[config.mk]
export PLATFORM = sky130hd
export DESIGN_NAME = mcpu_mem_iface
export DESIGN_NICKNAME = d
export VERILOG_FILES = /design/src/rtl/mcpu_mem_iface.sv
export SDC_FILE = /design/constraint.sdc
export NUM_CORES = 1
export LEC_CHECK = 0
export BUFFER_PORTS_ARGS = -buffer_cell sky130_fd_sc_hd__buf_4
export CAP_MARGIN = 20
export CORE_MARGIN = 5
export CORE_UTILIZATION = 44
export CTS_CLUSTER_DIAMETER = 40
export DETAILED_ROUTE_END_ITERATION = 10
export PLACE_DENSITY = 0.79
export SYNTH_ARGS = -nofsm -noshare
export SYNTH_HDL_FRONTEND = slang
export SYNTH_SLANG_ARGS = --single-unit
[constraint.sdc]
create_clock -name clk -period 1.8 [get_ports clk]
set_input_delay 0.18 -clock clk [delete_from_list [all_inputs] [get_ports clk]]
set_output_delay 0.18 -clock clk [all_outputs]
set_load 0.05 [all_outputs]
[src/rtl/mcpu_mem_iface.sv]
// mcpu_mem_iface
// Memory/IO access sequencer between the multi-cycle CPU core and the MIO bus.
// Handles byte/halfword/word loads and stores with lane steering, sign or zero
// extension of load data, alignment checking and a wait on MIO_ready.
// One request is in flight at a time and each accepted request gets exactly
// one response.
//
// Optional feature: define MIU_TIMEOUT_EN to enable a bus timeout. When the
// bus has not acknowledged within TIMEOUT_CYC ACCESS cycles the request is
// answered with rsp_code 2'b10. Without the macro, ACCESS waits indefinitely.

module mcpu_mem_iface #(
   parameter int ADDR_W      = 32,
   parameter int TIMEOUT_CYC = 255
) (
   input  logic              clk,
   input  logic              reset,
   input  logic              req_valid,
   output logic              req_ready,
   input  logic              req_we,
   input  logic [1:0]        req_size,
   input  logic              req_signed,
   input  logic [ADDR_W-1:0] req_addr,
   input  logic [31:0]       req_wdata,
   output logic              rsp_valid,
   output logic [31:0]       rsp_rdata,
   output logic              rsp_err,
   output logic [1:0]        rsp_code,
   input  logic              MIO_ready,
   input  logic [31:0]       Data_in,
   output logic [ADDR_W-1:0] Addr_out,
   output logic [31:0]       Data_out,
   output logic [3:0]        byte_en,
   output logic              mem_w,
   output logic              CPU_MIO
);

   typedef enum logic [1:0] {
      IDLE   = 2'b00,
      ACCESS = 2'b01,
      RESP   = 2'b10
   } state_t;

   localparam logic [1:0] SIZE_BYTE = 2'b00;
   localparam logic [1:0] SIZE_HALF = 2'b01;
   localparam logic [1:0] SIZE_WORD = 2'b10;

   localparam logic [1:0] CODE_OK  = 2'b00;
   localparam logic [1:0] CODE_MIS = 2'b01;
   localparam logic [1:0] CODE_TO  = 2'b10;

   state_t state_q, state_d;

   logic              we_q, we_d;
   logic [1:0]        size_q, size_d;
   logic              signed_q, signed_d;
   logic [ADDR_W-1:0] addr_q, addr_d;
   logic [31:0]       wdata_q, wdata_d;
   logic [31:0]       busData_q, busData_d;
   logic [1:0]        code_q, code_d;

   logic        misalignReq;
   logic        timeoutHit;
   logic [3:0]  laneEn;
   logic [31:0] laneData;
   logic [7:0]  byteSel;
   logic [15:0] halfSel;
   logic [31:0] loadData;

   // Alignment of the incoming request; reserved size 11 never aligns
   always_comb begin
      misalignReq = 1'b0;
      case (req_size)
         SIZE_BYTE: misalignReq = 1'b0;
         SIZE_HALF: misalignReq = req_addr[0];
         SIZE_WORD: misalignReq = (req_addr[1:0] != 2'b00);
         default:   misalignReq = 1'b1;
      endcase
   end

`ifdef MIU_TIMEOUT_EN
   localparam int CNT_W = (TIMEOUT_CYC > 255) ? 16 : 8;

   logic [CNT_W-1:0] waitCnt_q, waitCnt_d;

   // Wait counter: held at zero outside ACCESS so it starts fresh on entry
   always_comb begin
      waitCnt_d = waitCnt_q;
      if (state_q != ACCESS) begin
         waitCnt_d = '0;
      end else if (!MIO_ready) begin
         waitCnt_d = waitCnt_q + CNT_W'(1);
      end
   end

   // Wait counter register
   always_ff @(posedge clk) begin
      if (reset) begin
         waitCnt_q <= '0;
      end else begin
         waitCnt_q <= waitCnt_d;
      end
   end

   // The limit is hit on the last permitted unacknowledged cycle; a ready in
   // that same cycle takes precedence and completes normally
   assign timeoutHit = (state_q == ACCESS) && !MIO_ready &&
                       (waitCnt_q == CNT_W'(TIMEOUT_CYC - 1));
`else
   assign timeoutHit = 1'b0;
`endif

   // State register
   always_ff @(posedge clk) begin
      if (reset) begin
         state_q <= IDLE;
      end else begin
         state_q <= state_d;
      end
   end

   // Next-state logic: misaligned requests skip the bus entirely
   always_comb begin
      state_d = state_q;
      case (state_q)
         IDLE: begin
            if (req_valid) begin
               state_d = misalignReq ? RESP : ACCESS;
            end
         end
         ACCESS: begin
            if (MIO_ready || timeoutHit) begin
               state_d = RESP;
            end
         end
         RESP:    state_d = IDLE;
         default: state_d = IDLE;
      endcase
   end

   // Request latch and bus capture: fields are taken on acceptance, read data
   // is taken only on the acknowledged ACCESS cycle
   always_comb begin
      we_d      = we_q;
      size_d    = size_q;
      signed_d  = signed_q;
      addr_d    = addr_q;
      wdata_d   = wdata_q;
      busData_d = busData_q;
      code_d    = code_q;
      case (state_q)
         IDLE: begin
            if (req_valid) begin
               we_d      = req_we;
               size_d    = req_size;
               signed_d  = req_signed;
               addr_d    = req_addr;
               wdata_d   = req_wdata;
               busData_d = '0;
               code_d    = misalignReq ? CODE_MIS : CODE_OK;
            end
         end
         ACCESS: begin
            if (MIO_ready) begin
               busData_d = Data_in;
            end else if (timeoutHit) begin
               code_d = CODE_TO;
            end
         end
         default: ;
      endcase
   end

   // Request latch register
   always_ff @(posedge clk) begin
      if (reset) begin
         we_q      <= 1'b0;
         size_q    <= 2'b00;
         signed_q  <= 1'b0;
         addr_q    <= '0;
         wdata_q   <= '0;
         busData_q <= '0;
         code_q    <= CODE_OK;
      end else begin
         we_q      <= we_d;
         size_q    <= size_d;
         signed_q  <= signed_d;
         addr_q    <= addr_d;
         wdata_q   <= wdata_d;
         busData_q <= busData_d;
         code_q    <= code_d;
      end
   end

   // Store lane steering: enables by size/offset, data replicated across lanes
   always_comb begin
      laneEn   = 4'b1111;
      laneData = wdata_q;
      case (size_q)
         SIZE_BYTE: begin
            laneEn   = 4'b0001 << addr_q[1:0];
            laneData = {4{wdata_q[7:0]}};
         end
         SIZE_HALF: begin
            laneEn   = addr_q[1] ? 4'b1100 : 4'b0011;
            laneData = {2{wdata_q[15:0]}};
         end
         default: begin
            laneEn   = 4'b1111;
            laneData = wdata_q;
         end
      endcase
   end

   // Load lane selection and extension; stores and errors return zero
   always_comb begin
      byteSel = busData_q[7:0];
      case (addr_q[1:0])
         2'b00: byteSel = busData_q[7:0];
         2'b01: byteSel = busData_q[15:8];
         2'b10: byteSel = busData_q[23:16];
         2'b11: byteSel = busData_q[31:24];
         default: byteSel = busData_q[7:0];
      endcase
      halfSel = addr_q[1] ? busData_q[31:16] : busData_q[15:0];
      case (size_q)
         SIZE_BYTE: loadData = signed_q ? {{24{byteSel[7]}}, byteSel} : {24'h000000, byteSel};
         SIZE_HALF: loadData = signed_q ? {{16{halfSel[15]}}, halfSel} : {16'h0000, halfSel};
         default:   loadData = busData_q;
      endcase
      if (we_q || (code_q != CODE_OK)) begin
         loadData = '0;
      end
   end

   // Outputs decoded from state; bus is driven only in ACCESS, response only in RESP
   always_comb begin
      req_ready = 1'b0;
      rsp_valid = 1'b0;
      rsp_rdata = '0;
      rsp_err   = 1'b0;
      rsp_code  = CODE_OK;
      CPU_MIO   = 1'b0;
      mem_w     = 1'b0;
      Addr_out  = '0;
      byte_en   = 4'b0000;
      Data_out  = '0;
      case (state_q)
         IDLE: begin
            req_ready = 1'b1;
         end
         ACCESS: begin
            CPU_MIO  = 1'b1;
            mem_w    = we_q;
            Addr_out = {addr_q[ADDR_W-1:2], 2'b00};
            byte_en  = laneEn;
            Data_out = laneData;
         end
         RESP: begin
            rsp_valid = 1'b1;
            rsp_rdata = loadData;
            rsp_err   = (code_q != CODE_OK);
            rsp_code  = code_q;
         end
         default: ;
      endcase
   end

endmodule

==> reports/metrics.yaml, run 1 <==
crit_fanout: 8
ir_drop_mv: 0.761
h-tree-depth: 3
yosysSeqAreaShare_pct: 40.4
hpwl_um: 12300
antenna_found_initial: 0
synth_area_leaders: "dfxtp_1 40%, nand2_1 15%, a21oi_1 12%"
die_x_um: 118
maxSlewViolCount: 0
synth_largest_area_cell: "dfxtp_1"
fin_total_pwr_uw: 5910
crit_family: "simple AND/OR/NAND/NOR gates"
cts_tree: "yes"
numCtsBuffers: 9
area_growth_pct: 67.3
grt_pass1_vias: 5602
clk_pin_slew_ns: 0.07
clock.fmax_mhz: 441
startpoint_type: "flop"
min_period_ns: 2.27
regArea_mm2: 0.00208
yosys.area.top_type_share_pct: 40.4
grt_pass1_wl_um: 29200
drive_gt1_share_pct: 42.6
wirelength_um: 19500
multi_input_area_mm2: 0.00323
finalHoldViolCount: 0
finalCoreUtilization_pct: 75.0
synth-main-ff-cell: "dfxtp_1"
dr.pass1.iters: 6
synth_common_cells: "209 x nand2_1, 127 x a21oi_1, 103 x dfxtp_1, 46 x clkbuf_1, 43 x and2_1"
endpoint_kind: "primary output"
critPathSlowestCell: "or4b_4"
place_congestion: 0.849
outcome: "complete, but fails checks"
finClkSkew_ns: 0.00383
grt_use_total_pct: 25.2
crit_chain: "or4b_4, nor3b_4, o31ai_4, buf_12, nand2_1, buf_6"
cts_buffer_depth: 2
final_cells: 1072
synth_seq_cells: 103
violations: "setup timing"
power.leakage_uw: 0.00348
ys_types: 36
fin_nets: 1028
die_height_um: 118
maxCapViolCount: 0
setup_viol: 42
relSlewSlack_pct: 66.5
async_reset_ff_share_pct: 0
wl_per_cell_um: 18.2
grt_setup_unrepaired: "true"
portBuffers: 207
fillerInstances: 841
hold_class: "input port to flop"
design.core.area_mm2: 0.0114
dieArea_mm2: 0.0138
num_rows: 39
pin_count: 211
dr_total_vias: 5852
grt_overflow: 0
critPathBufInv: 2
netlist_area_mm2: 0.00510
timing.final.ws_setup_ns: -0.468
dp_cells: 1043
postSynthAreaPerCell_um2: 7.23
viasPerCell: 5.46
syn_inst: 705
ctsRootBufferMaster: "clkbuf_16"
worstSkewPairLatency_ns: 0.33
synth_edf_count: 0
cp.arrival_ns: 2.09
holdWs_ns: 0.0843
drc: 0
dr.first_iter.drc_count: 465
max_stage_delay_ns: 0.58
synth.most_common_cell: "nand2_1"
min_period_over_period_pct: 126
antenna_cells: 0
critPathRequiredTime_ns: 1.62
worst_slew_pin_slew_ns: 0.503
pwr_density_cell_mw_per_mm2: 693
worstSetupPathType: "flop to primary output"
drtAntennaViolNets: 0
yosysWarnings: 0
start_util_pct: 44.9
clkSinkCount: 103
grt_max_degree: 44
==> path summary, 6_finish.rpt <==
kind / start / end / slack [ns] / cells past startpoint
worst max-delay path: state_q[0]$_SDFFE_PP0P_ / rsp_rdata[16] / -0.47 / 6
worst min-delay path: req_addr[11] / addr_q[11]$_SDFFE_PP0P_ / 0.08 / 3
worst max register to register: state_q[1]$_SDFFE_PP0P_ / busData_q[13]$_SDFFE_PP0P_ / 0.24 / 7
worst min register to register: addr_q[11]$_SDFFE_PP0P_ / addr_q[11]$_SDFFE_PP0P_ / 0.45 / 2
==> area by class of cell <==
| type | count | area share, % |
|---|---|---|
| Multi-Input combinational cell | 537 | 37.8 |
| Inverter | 4 | 0.264 |
| Clock buffer | 12 | 2.89 |
| Timing Repair Buffer | 269 | 31.7 |
| Sequential cell | 103 | 24.3 |
| Tap cell | 143 | 2.10 |
| Clock inverter | 4 | 0.895 |
==> layout by cell type (no fill, tap or decap), types with 3 or more instances in the layout <==
cell type  netlist  layout
a21oi_1        127     106
a21oi_2          0      13
a21oi_4          0       8
a222oi_1         7       7
a22o_1           8       8
a22oi_1          8       8
and2_1          43      24
and2_4           0      17
buf_12           0      15
buf_4            4     174
buf_6            2      41
buf_8            0      35
clkbuf_16        0      11
conb_1           1       3
dfxtp_1        103      98
dfxtp_4          0       3
inv_1            3       3
mux2_4           0       7
mux2i_1         20      18
nand2_1        209     203
nand2_2         10      12
nand2_4          0       3
nand3_1         33      32
nor2_1          37      12
nor2_2           1      11
nor2_4           1      16
==> per-stage QoR <==
stage                     area, µm²  setup WS [ns]  setup TNS (ns)
after CTS                      8260         -0.407          -11.61
after global routing           8530         -0.520          -14.49
after floorplan                5420         -0.129           -2.50
after detailed placement       7350         -0.235           -1.96
after global placement         7350         -0.154          -0.924
final                          8530         -0.468          -12.36
==> cells by family (layout without fill, tap and decap cells) <==
group	Yosys count	count (layout)	share of synthesized area (%)
simple gates	348	348	30.4
compound gates	159	159	17.9
flops	103	103	40.4
buf+inv	67	289	5.79
mux	27	27	5.47
other cells	1	3	0.0735
==> power breakdown <==
group          leakage, µW  internal, µW  total (µW)  switching [µW]
Sequential        0.000845          2400        2500            98.0
Combinational      0.00248           559        1300             740
Clock             0.000153          1260        2120             852
==> what timing repair did <==
item | in CTS | in global routing
gates cloned | 4 | 2
buffers inserted | 6 | 4
pin swaps | 4 | 17
setup endpoints to repair | 85 | 91
resized for setup | 110 | 76
hold buffers | 0 | 0
==> registers in the layout, summed over array words and instances (netlist names) <==
| name | flops |
|---|---|
| code_q | 1 |
| wdata_q | 32 |
| state_q | 2 |
| busData_q | 32 |
| size_q | 2 |
| signed_q | 1 |
| we_q | 1 |
| addr_q | 32 |
==> per-layer routing <==
metal  up-vias  wire length, µm  track usage (%)
met1      2706             7490             31.4
met2       302             9420             41.3
met4         0              721             9.53
li1       2782                -                -
met3        62             1890             7.30
met5         -                0                0
==> worst reg2reg max path, cell delays in order (launching register included) <==
cell and delay [ns]:
dfxtp_2 0.32, buf_4 0.14, nand2b_4 0.19, inv_8 0.10, buf_12 0.14, bufbuf_16 0.32, nand3_1 0.12, a21oi_1 0.17
Note: power is estimated with default switching activity, not from simulation.
==> inputs of run 2 (changes only) <==
- CAP_MARGIN: 20 -> 5
- clock period: 1.8 -> 1.88 ns (I/O delays scaled with it)
==> run 2 against run 1 <==
Compared with the run above:
- clock-buffer cell count increased by 1
- worst setup slack gained 0.14 ns
- wire length decreased by 0.55%
- combinational power decreased by 8%
- die area did not move
- highest routed layer is now met5
- the run still ends with setup timing left
==> reports/metrics.yaml, run 2 (synthesized netlist as in run 1, its figures left out) <==
setup_tns_ns: -8.03
grt_pass1_wl_um: 28000
ir_drop_mv: 0.526
portBuffers: 207
antenna_found_initial: 1
layout_commonest_cell: "nand2_1"
grt_overflow: 0
worstHoldPathCells: 3
critPathSlowestCell: "or4b_4"
cp.arrival_ns: 2.02
drc: 0
grt_setup_unrepaired: "true"
clk_pin_slew_ns: 0.07
violations: "setup timing"
maxSlewViolCount: 0
hold-path-endpoint: "wdata_q[22]$_SDFFE_PP0P_"
viasPerCell: 5.56
dr_total_vias: 5900
finalHoldViolCount: 0
fin_nets: 1018
power.leakage_uw: 0.00331
worstSetupPathType: "flop to primary output"
r2r_slack_ns: 0.23
relSlewSlack_pct: 63.5
ctsRootBufferMaster: "clkbuf_16"
rr_startpoint: "state_q[0]$_SDFFE_PP0P_"
cts_tree: "yes"
pwr_density_cell_mw_per_mm2: 679
area_growth_pct: 57.6
drive_gt1_share_pct: 39.5
antenna_cells: 0
top_regs: "addr_q: 32 flops, busData_q: 32 flops, wdata_q: 32 flops"
drtAntennaViolNets: 0
worst_slew_pin_slew_ns: 0.547
cts_buffer_depth: 2
setup_viol: 33
min_period_ns: 2.21
endpoint_kind: "primary output"
maxCapViolCount: 0
hpwl_um: 12200
pin_count: 211
finClkSkew_ns: 0.00452
worstRegToRegCells: 6
start_util_pct: 44.9
dr.pass1.iters: 7
max_stage_delay_ns: 0.57
numCtsBuffers: 9
fin_total_pwr_uw: 5460
num_rows: 39
hold_class: "input port to flop"
die_height_um: 118
timing.final.ws_setup_ns: -0.328
worstSkewPairLatency_ns: 0.34
crit_chain: "or4b_4, nor3b_4, o31ai_4, buf_12, nand2_1, buf_6"
design.core.area_mm2: 0.0114
critPathRequiredTime_ns: 1.69
die_x_um: 118
mostFrequentLayoutCells: "204 x nand2_1, 195 x buf_4, 114 x a21oi_1"
critPathBufInv: 2
regToRegEndpoint: "addr_q[1]$_SDFFE_PP0P_"
clock.fmax_mhz: 453
hp-start: "req_wdata[22]"
min_period_over_period_pct: 117
crit_family: "simple AND/OR/NAND/NOR gates"
place_congestion: 0.923
crit_fanout: 16
grt_use_total_pct: 24.3
wirelength_um: 19400
dr.first_iter.drc_count: 593
grt_pass1_vias: 5525
clkSinkCount: 103
startpoint_type: "flop"
wl_per_cell_um: 18.3
h-tree-depth: 3
outcome: "complete, but fails checks"
dieArea_mm2: 0.0138
grt_max_degree: 51
-- run 2: cell count changes in the layout (fill, tap and decap cells not counted), moves of 8 or more --
cell and change:
a21oi_1 +8, and2_1 +18, and2_4 -17, buf_4 +21, buf_6 -9, buf_8 -20, nor2_2 +12, nor2_4 -13
-- run 2: timing repair --
| item | 4_1_cts | 5_1_grt |
|---|---|---|
| resized for setup | 74 | 63 |
| hold buffers | 0 | 0 |
| setup buffers | 2 | 5 |
| cloned | 1 | 3 |
| setup endpoints to repair | 53 | 84 |
| pin swaps | 1 | 8 |
-- run 2: worst register-to-register path, delay by kind of cell, from the launching register on --
kind	cells	cell delay (ns)
AOI/OAI and AO/OA	1	0.18
DFF	1	0.31
and+or+nand+nor	3	0.69
buffers and inverters	2	0.38
-- run 2: how the worst max path moves through the flow --
| stage | start | to | slack, ns | cells past startpoint |
|---|---|---|---|---|
| 2_1_floorplan | size_q[1]$_SDFFE_PP0P_ | rsp_rdata[12] | -0.27 | 4 |
| 3_3_place_gp | addr_q[1]$_SDFFE_PP0P_ | rsp_rdata[31] | -0.20 | 5 |
| 3_5_place_dp | addr_q[1]$_SDFFE_PP0P_ | rsp_rdata[31] | -0.30 | 5 |
| 4_1_cts | code_q[0]$_SDFFE_PP0P_ | rsp_rdata[16] | -0.29 | 6 |
| 5_1_grt | we_q$_SDFFE_PP0P_ | rsp_rdata[19] | -0.36 | 6 |
| 6_report | code_q[0]$_SDFFE_PP0P_ | rsp_rdata[16] | -0.33 | 6 |
-- run 2: power breakdown --
part           total, µW  internal (µW)  switching (µW)  leakage, µW
clock network       1880           1070             809     0.000140
logic               1190            503             685      0.00232
registers           2390           2300            91.0     0.000844
-- run 2: final cells by class --
class / instances / area, µm²
fill: 893 / 3330
multi-input combinational: 537 / 3050
timing repair buffer: 259 / 2420
sequential: 103 / 2070
clock buffer: 13 / 250
tap: 143 / 179
clock inverter: 3 / 42.5
inverter: 4 / 27.5
-- run 2: stage by stage --
stage / util, % / hold slack, ns / std cells / instance area, µm² / setup slack [ns]
after floorplan: - / 0.324 / 707 / 5170 / -0.272
after global placement: 61.8 / 0.436 / 1035 / 7030 / -0.199
after detailed placement: 61.8 / 0.443 / 1035 / 7030 / -0.299
after CTS: 67.4 / 0.0807 / 1054 / 7660 / -0.290
after global routing: 70.7 / 0.0901 / 1062 / 8040 / -0.358
final: 70.7 / 0.0885 / 1062 / 8040 / -0.328
-- run 2: per-layer routing --
metal	vias to the layer above	global-route usage, %	wire [µm]
li1	2760	-	-
met1	2746	29.9	7520
met2	326	38.6	9130
met3	66	8.41	1940
met4	2	10.5	805
met5	-	0	13
==> inputs of run 3 (changes only) <==
- CORE_UTILIZATION: 44 -> 48
- PLACE_DENSITY: 0.79 -> 0.82
- SLEW_MARGIN: default -> 5
- clock period: 1.88 -> 2.1 ns (I/O delays scaled with it)
==> run 3 against run 2 <==
Compared with the run above:
- the run still ends with setup timing left
- worst hold slack improved by 0.0044 ns
- register-to-register slack improved by 0.08 ns
- first-iteration DRC count fell by 7.4%
- sequential power fell by 10%
- wire length down 5.6%
- sequential share of layout area rose by 1.6 points
- design area down 5.7%
- highest routed layer unchanged
- via count is 1.9% lower
- critical endpoint is now rsp_rdata[17]
==> reports/metrics.yaml, run 3 (synthesized netlist as in run 1, its figures left out) <==
die_x_um: 113
crit_chain: "or4b_4, buf_12, nor2_4, clkbuf_16, nand2_2, nand2_2, buf_8"
grt_max_degree: 56
critPathSlowestCell: "or4b_4"
finClkSkew_ns: 0.00967
antenna_cells: 0
critPathRequiredTime_ns: 1.89
place_congestion: 0.932
dieArea_mm2: 0.0128
drc: 0
h-tree-depth: 3
critPathBufInv: 3
grt_pass1_wl_um: 26300
relSlewSlack_pct: 58.2
layout_commonest_cell: "buf_4"
max_stage_delay_ns: 0.58
crit_top_cell: "nand2_2"
grt_use_total_pct: 25.0
endpoint_kind: "primary output"
r2r_slack_ns: 0.31
design.core.area_mm2: 0.0103
multi_input_area_mm2: 0.00297
timing.final.ws_setup_ns: -0.278
drive_gt1_share_pct: 36.0
start_util_pct: 49.4
setup_tns_ns: -5.86
cp.arrival_ns: 2.17
startpoint_type: "flop"
violations: "setup timing"
num_rows: 37
grt_overflow: 0
grt_setup_unrepaired: "true"
regArea_mm2: 0.00207
min_period_over_period_pct: 113
clk_pin_slew_ns: 0.10
wirelength_um: 18300
finalCoreUtilization_pct: 73.4
cp_num_cells: 7
pin_count: 211
die_height_um: 113
power.leakage_uw: 0.00315
regToRegEndpoint: "busData_q[20]$_SDFFE_PP0P_"
top_regs: "addr_q: 32 flops, busData_q: 32 flops, wdata_q: 32 flops"
drtAntennaViolNets: 0
outcome: "complete, but fails checks"
grt_pass1_vias: 5277
worstSkewPairLatency_ns: 0.36
clock.fmax_mhz: 420
mostFrequentLayoutCells: "204 x buf_4, 203 x nand2_1, 120 x a21oi_1"
cts_tree: "yes"
fin_nets: 1007
place_area_mm2: 0.00680
crit_fanout: 7
min_period_ns: 2.38
numCtsBuffers: 9
antenna_found_initial: 1
endpoint: "rsp_rdata[17]"
maxSlewViolCount: 0
crit_start: "we_q$_SDFFE_PP0P_"
maxCapViolCount: 0
clkSinkCount: 103
finalHoldViolCount: 0
dr.first_iter.drc_count: 549
dr_total_vias: 5789
holdWs_ns: 0.0929
worstHoldPathCells: 3
area_growth_pct: 48.6
worst_slew_pin_slew_ns: 0.627
wl_per_cell_um: 17.5
dr.pass1.iters: 7
worstSetupPathType: "flop to primary output"
stdcell_area_mm2: 0.00758
worstRegToRegCells: 5
fillerInstances: 764
crit_family: "simple AND/OR/NAND/NOR gates"
rr_startpoint: "state_q[0]$_SDFFE_PP0P_"
hpwl_um: 12200
setup_viol: 31
cts_buffer_depth: 2
pwr_density_cell_mw_per_mm2: 573
ir_drop_mv: 0.406
portBuffers: 207
viasPerCell: 5.55
hold_class: "input port to flop"
ctsRootBufferMaster: "clkbuf_8"
==> run 3: per-stage QoR <==
step                cells  power (µW)  setup WS (ns)
finish               1044        4350         -0.278
detailed placement   1014        3050         -0.140
global route         1044        4540         -0.355
global placement     1014        3030         0.0140
floorplan             707        2700        -0.0742
CTS                  1034        4310         -0.179
==> run 3: report_power, final <==
part / switching, µW / internal, µW
logic: 575 / 379
registers: 78.3 / 2060
clock network: 666 / 590
total: 1320 / 3030
==> run 3: what timing repair did <==
item,CTS,global route
setup endpoints to repair,32,32
pin swaps,6,15
gates resized for setup,31,80
gates cloned,0,1
buffers inserted,4,9
hold buffers,0,0
==> run 3: final cells by class <==
class	instances	share of cell area, %
clock buffer	12	1.91
clock inverter	4	0.726
inverter	4	0.248
multi-input combinational	537	39.1
sequential	103	27.3
tap	136	2.24
timing repair buffer	248	28.4
==> run 3: worst min-delay path by stage <==
stage	from	to
finish	req_addr[8]	addr_q[8]$_SDFFE_PP0P_
detailed placement	addr_q[8]$_SDFFE_PP0P_	addr_q[8]$_SDFFE_PP0P_
floorplan	req_addr[10]	addr_q[10]$_SDFFE_PP0P_
CTS	req_addr[16]	addr_q[16]$_SDFFE_PP0P_
global placement	addr_q[13]$_SDFFE_PP0P_	addr_q[13]$_SDFFE_PP0P_
global route	req_addr[5]	addr_q[5]$_SDFFE_PP0P_
==> run 3: worst reg2reg max path: stages, from the launching register on <==
cell	delay [ns]
dfxtp_1	0.37
buf_4	0.15
mux2i_1	0.29
or2_2	0.58
nand2_1	0.14
a21oi_1	0.18
==> run 3: layer usage <==
| layer | global-route usage (%) | wire [µm] | up-vias | part of all wire (%) |
|---|---|---|---|---|
| li1 | - | - | 2726 | - |
| met2 | 40.9 | 8590 | 334 | 47 |
| met4 | 7.85 | 827 | 2 | 4.5 |
| met3 | 7.81 | 2070 | 76 | 11 |
| met1 | 31.7 | 6810 | 2651 | 37 |
| met5 | 0 | 19 | - | 0.10 |
